`config.mk`:
```
export PLATFORM = sky130hd
export DESIGN_NAME = serial_subtractor_8_bits
export DESIGN_NICKNAME = d
export VERILOG_FILES = /design/src/rtl/serial_subtractor_8_bits.sv
export SDC_FILE = /design/constraint.sdc
export NUM_CORES = 1
export LEC_CHECK = 0
export ABC_AREA = 0
export CORE_ASPECT_RATIO = 1.4
export CORE_MARGIN = 2
export CORE_UTILIZATION = 52
export CTS_CLUSTER_DIAMETER = 200
export DETAILED_ROUTE_END_ITERATION = 12
export PLACE_DENSITY = 0.78
export SYNTH_ARGS = -nofsm -noshare
export SYNTH_HDL_FRONTEND = slang
export SYNTH_SLANG_ARGS = --single-unit
```
`constraint.sdc`:
```
create_clock -name CLK -period 1.75 [get_ports CLK]
set_input_delay 0.35 -clock CLK [delete_from_list [all_inputs] [get_ports CLK]]
set_output_delay 0.35 -clock CLK [all_outputs]
set_load 0.005 [all_outputs]
```
`src/rtl/serial_subtractor_8_bits.sv`:
```
// serial_subtractor_8_bits
// Bit-serial, LSB-first subtractor: D = A - B - BIN over WIDTH clock cycles,
// with a START/BUSY/DONE handshake and borrow, zero and signed-overflow flags.
// One full-subtractor cell is reused for every bit position.
// Optional feature: define SERIAL_SUB_ADD_MODE_EN to add the OP input
// (OP=0 subtract, OP=1 add; BIN/BOUT then act as carry-in/carry-out).
module serial_subtractor_8_bits #(
    parameter int WIDTH = 8
) (
    input  logic             CLK,
    input  logic             RST_N,
    input  logic             START,
`ifdef SERIAL_SUB_ADD_MODE_EN
    input  logic             OP,
`endif
    input  logic [WIDTH-1:0] A,
    input  logic [WIDTH-1:0] B,
    input  logic             BIN,
    output logic             BUSY,
    output logic             DONE,
    output logic [WIDTH-1:0] D,
    output logic             BOUT,
    output logic             ZERO,
    output logic             OVF
);

    localparam int CW = $clog2(WIDTH + 1);

    typedef enum logic [1:0] {
        ST_IDLE,
        ST_RUN,
        ST_DONE
    } state_t;

    state_t           state_q, state_d;
    logic [WIDTH-1:0] a_sh_q, a_sh_d;
    logic [WIDTH-1:0] b_sh_q, b_sh_d;
    logic [WIDTH-2:0] res_q, res_d;
    logic             br_q, br_d;
    logic [CW-1:0]    cnt_q, cnt_d;
    logic             a_msb_q, a_msb_d;
    logic             b_msb_q, b_msb_d;
    logic [WIDTH-1:0] d_q, d_d;
    logic             bout_q, bout_d;
    logic             zero_q, zero_d;
    logic             ovf_q, ovf_d;
`ifdef SERIAL_SUB_ADD_MODE_EN
    logic             op_q, op_d;
`endif

    logic             a0, b0, bit_out, br_next, last_bit, ovf_next;
    logic [WIDTH-1:0] res_full;

    // Shared one-bit cell: difference/sum bit and next borrow/carry from the operand LSBs
    always_comb begin
        a0       = a_sh_q[0];
        b0       = b_sh_q[0];
        bit_out  = a0 ^ b0 ^ br_q;
        br_next  = (~a0 & b0) | (~(a0 ^ b0) & br_q);
        res_full = {bit_out, res_q};
        ovf_next = (a_msb_q != b_msb_q) && (bit_out != a_msb_q);
`ifdef SERIAL_SUB_ADD_MODE_EN
        if (op_q) begin
            br_next  = (a0 & b0) | (a0 & br_q) | (b0 & br_q);
            ovf_next = (a_msb_q == b_msb_q) && (bit_out != a_msb_q);
        end
`endif
        last_bit = (cnt_q == CW'(WIDTH - 1));
    end

    // Next-state logic: capture on START in IDLE, one bit per cycle in RUN,
    // publish results only on the final bit so partial sums never reach D
    always_comb begin
        state_d = state_q;
        a_sh_d  = a_sh_q;
        b_sh_d  = b_sh_q;
        res_d   = res_q;
        br_d    = br_q;
        cnt_d   = cnt_q;
        a_msb_d = a_msb_q;
        b_msb_d = b_msb_q;
        d_d     = d_q;
        bout_d  = bout_q;
        zero_d  = zero_q;
        ovf_d   = ovf_q;
`ifdef SERIAL_SUB_ADD_MODE_EN
        op_d    = op_q;
`endif
        case (state_q)
            ST_IDLE: begin
                if (START) begin
                    a_sh_d  = A;
                    b_sh_d  = B;
                    br_d    = BIN;
                    a_msb_d = A[WIDTH-1];
                    b_msb_d = B[WIDTH-1];
                    res_d   = '0;
                    cnt_d   = '0;
`ifdef SERIAL_SUB_ADD_MODE_EN
                    op_d    = OP;
`endif
                    state_d = ST_RUN;
                end
            end
            ST_RUN: begin
                a_sh_d = a_sh_q >> 1;
                b_sh_d = b_sh_q >> 1;
                br_d   = br_next;
                res_d  = res_full[WIDTH-1:1];
                cnt_d  = cnt_q + CW'(1);
                if (last_bit) begin
                    d_d     = res_full;
                    bout_d  = br_next;
                    zero_d  = (res_full == '0);
                    ovf_d   = ovf_next;
                    cnt_d   = '0;
                    state_d = ST_DONE;
                end
            end
            ST_DONE: begin
                state_d = ST_IDLE;
            end
            default: begin
                state_d = ST_IDLE;
            end
        endcase
    end

    // State and datapath registers; reset abandons any operation in flight
    always_ff @(posedge CLK or negedge RST_N) begin
        if (!RST_N) begin
            state_q <= ST_IDLE;
            a_sh_q  <= '0;
            b_sh_q  <= '0;
            res_q   <= '0;
            br_q    <= 1'b0;
            cnt_q   <= '0;
            a_msb_q <= 1'b0;
            b_msb_q <= 1'b0;
            d_q     <= '0;
            bout_q  <= 1'b0;
            zero_q  <= 1'b0;
            ovf_q   <= 1'b0;
`ifdef SERIAL_SUB_ADD_MODE_EN
            op_q    <= 1'b0;
`endif
        end else begin
            state_q <= state_d;
            a_sh_q  <= a_sh_d;
            b_sh_q  <= b_sh_d;
            res_q   <= res_d;
            br_q    <= br_d;
            cnt_q   <= cnt_d;
            a_msb_q <= a_msb_d;
            b_msb_q <= b_msb_d;
            d_q     <= d_d;
            bout_q  <= bout_d;
            zero_q  <= zero_d;
            ovf_q   <= ovf_d;
`ifdef SERIAL_SUB_ADD_MODE_EN
            op_q    <= op_d;
`endif
        end
    end

    assign BUSY = (state_q == ST_RUN);
    assign DONE = (state_q == ST_DONE);
    assign D    = d_q;
    assign BOUT = bout_q;
    assign ZERO = zero_q;
    assign OVF  = ovf_q;

endmodule

```
---- Word level (Yosys, flattened, before mapping) ----
Index checks and enable logic that the tools add are counted.
W data, S select, Z words.
operators by class
  reductions and logical operators ........ 8
  bitwise logic cells ..................... 7
  $add $sub $neg .......................... 1
  eq/ne operators ......................... 7
  mux-type cells .......................... 14
operators by type and width
  kind                   count
  $pmux W8 S2            2
  $mux W8                2
  $pmux W7 S2            1
  $logic_not A8 Y1       1
  $mux W4                2
  $pmux W4 S2            1
  $reduce_and A2 Y1      4
  $mux W7                1
  $add A4 B1 Y4 const B  1
  $eq A4 B3 Y1 const B   1
  $mux W2                2
  $pmux W2 S2            1
  $and A1 B1 Y1          2
  $eq A2 B1 Y1 const B   1
  $eq A2 B2 Y1 const B   1
  $logic_not A2 Y1       1
  $ne A1 B1 Y1           2
  $ne A2 B1 Y1 const B   1
  $ne A2 B2 Y1 const B   1
  $not A1 Y1             2
  $pmux W1 S2            1
  $reduce_bool A2 Y1     1
  $xor A1 B1 Y1          2
  $logic_and A1 B1 Y1    1
  2 further kinds        2
word-level totals
  input bits .............................. 20
  register bits ........................... 43
  output and inout bits ................... 13

---- Logic depth before layout (Yosys ltp) ----
  depth in word-level cells ............... 5
  mapped depth ............................ 6
  depth with buffers taken out ............ 5

---- Least setup slack after synthesis ----
No wires, ideal clock.
  path type ............................... register to register
  start ................................... register state_q[1]
  end ..................................... register d_q[2] (netlist: D[2])
  slack ................................... 301 ps
  data required time ...................... 1625 ps
  clock period less this slack ............ 1449 ps
  buffers on the path ..................... 2
  cell stages (with the launch flop) ...... 6
  data arrival time ....................... 1324 ps
  path through ............................ dfrtp_1 -> buf_6 -> nand2b_4 -> nor3_4 -> buf_6 -> mux2_4
between the ends
  longest elaborated chain between the ends .. 2
ends and longest elaborated chain
  item                                line  text
  from (decl)                         35    state_t state_q, state_d;
  from (signal assigned)              148   state_q <= state_d;
  $eq A2 B1 Y1                        89    case (state_q)
  $reduce_and A2 Y1 (no source line)  n/a
  to (signal assigned)                140   d_q <= '0;
  to (signal assigned)                156   d_q <= d_d;
  to (decl)                           43    logic [WIDTH-1:0] d_q, d_d;
No other way between the ends.
A chain may end at the register's enable or synchronous reset.

---- Worst setup path after layout ----
  start ................................... register state_q[1]
  end ..................................... register cnt_q[2]
between the ends
  longest elaborated chain between the ends .. 3
ends and longest elaborated chain
  item                                                                 line  text
  $eq A2 B1 Y1 or $logic_not A2 Y1 (tied branches)                     89
  $reduce_bool A2 Y1 (no source line) or $ne A2 B2 Y1 (tied branches)  n/a
  $reduce_and A2 Y1 (no source line)                                   n/a
  to (signal assigned)                                                 153   cnt_q <= cnt_d;
  to (decl)                                                            40    logic [CW-1:0] cnt_q, cnt_d;
Several ways; a longest one is shown, not always the timed one.

==> run summary <==
Status - completed
CP most frequent cell - buf_4
Seq pwr share - 40.4%
Total Routed Length - 4070 microns
CTS H-tree lvls - 2
Clk pin slew, worst setup/hold paths - 0.08 ns
Part of the Yosys area used for sequential elements - 55.1%
Clock root cell - clkbuf_8
Power Total - 4.38 mW
Ys Warns - 0
Post-layout minimum cycle time - 1.68 ns
Fin cells - 253
Worst Path Arrival - 1.84 ns
All-Layer GR Usage - 21.1%
PortBufs - 32
Fmax - 0.596 GHz
Clk_lat worst skew - 0.29 ns
Pre-antenna DRT Iters - 4
Worst Setup End Kind - flip-flop
CTS Buffer Depth - 2
Clock share of power - 14.2%
CP max stage delay - 0.39 ns
Die X - 55.8 microns
Critical Path RT - 1.91 ns
Layout area overhead - 28.0%
Num CTS Buffers - 5
Post-synth top area share - 55.1%
Core area - 3610 sq um
Critical path peak fanout - 7
Gate Count Post-Synth - 164
Kind of critical path - flip-flop to flip-flop
Buf/Inv on CP - 4
IO Count - 33
Largest net degree at the start of global routing - 24
DRC viols - 0
Number of setup violations in the final report - 0
Startpoint Class - flip-flop
Syn Nets - 187
Worst vdd ir - 1.53 mV
DPL Wire Length - 2930 microns
PwrDens - 1750 nW/um^2
Cell-internal power - 2.85 mW
CP Cell Sequence - buf_4 -> buf_4 -> buf_4 -> o21bai_2 -> buf_4 -> o21ai_0 -> o21ai_0
Slowest CP cell - dfrtp_1
First-pass GRT wire length - 6910 microns
Row count - 26
Sw Share - 34.9%
Drt initial violations - 30
Leakage - 1.15 nW
Slew margin rel. - 63.3%
Hold violation count in the final report - 0
Measured slew at the worst slew-check pin - 0.550 ns
Worst R2R Start - state_q[1]$_DFFE_PN0P_
Post-synthesis cell area - 1950 sq um
Slew Limit Fails - 0
Delay-heaviest family, CP - buffers and inverters
Largest cells by area after synthesis - dfrtp_1 (55%), mux2i_1 (7.2%), mux2_4 (5.4%)
Vias per Instance - 5.52
Netlist cell types - 32
Crit path launch - state_q[1]$_DFFE_PN0P_
Synth area leader - dfrtp_1
Initial Util - 54.1%
Vias - 1397
Final WS setup - 0.0718 ns
Ant diodes - 0
Setup_tns - 0 ns
Unrepaired setup endpoints after global routing - no
Chip height - 76.5 microns
Worst slack, placed - 0.0205 ns
MaxCap Viol Count - 0
Routed len/inst - 16.1 microns
Final ANT Viol Nets - 0
Dpl cells - 240
Synth Register Bits - 43
Antenna violations before repair - 0
GP Congestion - 0.788
Final net count - 234
Worst hold-check path type - primary input to asynchronous set/reset pin
P_sw - 1.53 mW
CTS Hold Bufs - 0
Logic gate share of total power - 45.4%
Fraction of layout cells with a size suffix above 1 - 19.9%
Final period util - 95.9%
Final clock skew - 0.00486 ns
Synth Area per Inst - 11.9 sq um
CTS sink cnt - 43
Global route overflow - 0
CTS tree - yes
Number of global-route vias before repair - 1466
Die area - 4270 sq um
-- synth_stat cells --
cell,n
inv_2,1
nor3b_1,2
mux2_4,7
o21ai_0,19
a211oi_1,1
a22o_1,7
mux2i_1,14
nor3_4,1
nand2b_4,1
clkbuf_1,1
a22oi_1,2
clkbuf_2,1
o21ai_1,1
buf_6,3
o22ai_1,1
fa_1,2
buf_2,2
nand2b_1,1
nor2_1,1
o21bai_1,1
a21oi_1,7
o31ai_1,1
nand3_1,1
nor2b_1,7
buf_4,2
mux2_2,4
nand2_1,20
inv_1,6
dfrtp_1,43
nor4_1,2
ha_1,1
nand3b_1,1
-- layout by cell type, fill, tap and decap left out, drive strengths merged --
cell and count:
nor4 2, mux2i 14, nor2 1, o31ai 1
nand3b 1, a211oi 1, nor3b 2, nand2b 2
dfrtp 43, nor2b 7, o22ai 1, nor3 1
clkbuf 6, dlygate4sd2 1, clkinv 1, o21ai 20
a22oi 2, ha 1, clkdlybuf4s50 30, mux2 11
a21oi 7, o21bai 1, nand2 20, buf 18
a22o 7, inv 7, fa 2, nand3 1
-- metrics by stage --
| stage | utilization [%] | instance area (sq um) | hold WS [ns] |
|---|---|---|---|
| 6_report | 69.2 | 2500 | 0.0378 |
| 5_1_grt | 69.2 | 2500 | 0.0728 |
| 4_1_cts | 68.8 | 2480 | 0.0429 |
| 3_5_place_dp | 65.5 | 2360 | 0.362 |
| 3_3_place_gp | 65.5 | 2360 | 0.353 |
| 2_1_floorplan | - | 1950 | 0.0544 |
-- sequential cells by signal, summed over array words and instances, names as in the netlist --
signal / count
a_sh_q: 8
state_q: 2
b_msb_q: 1
ZERO: 1
res_q: 7
cnt_q: 4
a_msb_q: 1
OVF: 1
b_sh_q: 8
BOUT: 1
br_q: 1
D: 8
-- per-layer routing --
| metal | wire length, microns | global-route usage, % | vias up |
|---|---|---|---|
| li1 | - | - | 659 |
| met1 | 1520 | 23.9 | 678 |
| met5 | 0 | 0 | - |
| met3 | 170 | 4.24 | 10 |
| met4 | 88 | 9.27 | 0 |
| met2 | 2300 | 37.9 | 50 |
-- power groups by stage --
| stage | Clock, mW | Sequential [mW] | Combinational, mW |
|---|---|---|---|
| after global placement | 0 | 1.76 | 1.81 |
| after floorplan | 0 | 1.70 | 1.26 |
| final | 0.621 | 1.77 | 1.99 |
| after global routing | 0.671 | 1.82 | 2.21 |
| after detailed placement | 0 | 1.80 | 1.89 |
| after CTS | 0.639 | 1.77 | 1.96 |
-- logic make-up after synthesis --
logic type      after synthesis  synth area share, %
mux                          25                 14.9
buf+inv                      16                 4.81
simple gates                 37                 10.2
compound gates               40                 12.3
flops                        43                 55.1
fa+ha+maj                     3                 2.69
-- final cells by class --
class	instances	area, sq um
Sequential cell	43	1080
Clock inverter	1	5.00
Tap cell	42	52.6
Multi-Input combinational cell	105	788
Inverter	7	26.3
Fill cell	280	1110
Timing Repair Buffer	49	467
Clock buffer	6	82.6
-- final timing paths --
| path | end | slack, ns | cells past startpoint |
|---|---|---|---|
| max | cnt_q[2]$_DFFE_PN0P_ | 0.07 | 7 |
| min | D[2]$_DFFE_PN0P_ | 0.04 | 1 |
| max reg2reg | cnt_q[2]$_DFFE_PN0P_ | 0.07 | 7 |
| min reg2reg | b_sh_q[2]$_DFFE_PN0P_ | 0.49 | 2 |
| max in group asynchronous | state_q[0]$_DFFE_PN0P_ | 1.20 | 2 |
| min in group CLK | b_sh_q[2]$_DFFE_PN0P_ | 0.49 | 2 |
-- what timing repair did --
action,4_1_cts,5_1_grt
resized for setup,3,0
buffers inserted,4,2
pin swaps,0,1
setup endpoints to repair,2,1
hold endpoints to repair,0,0
(Power assumes the default switching activity.)
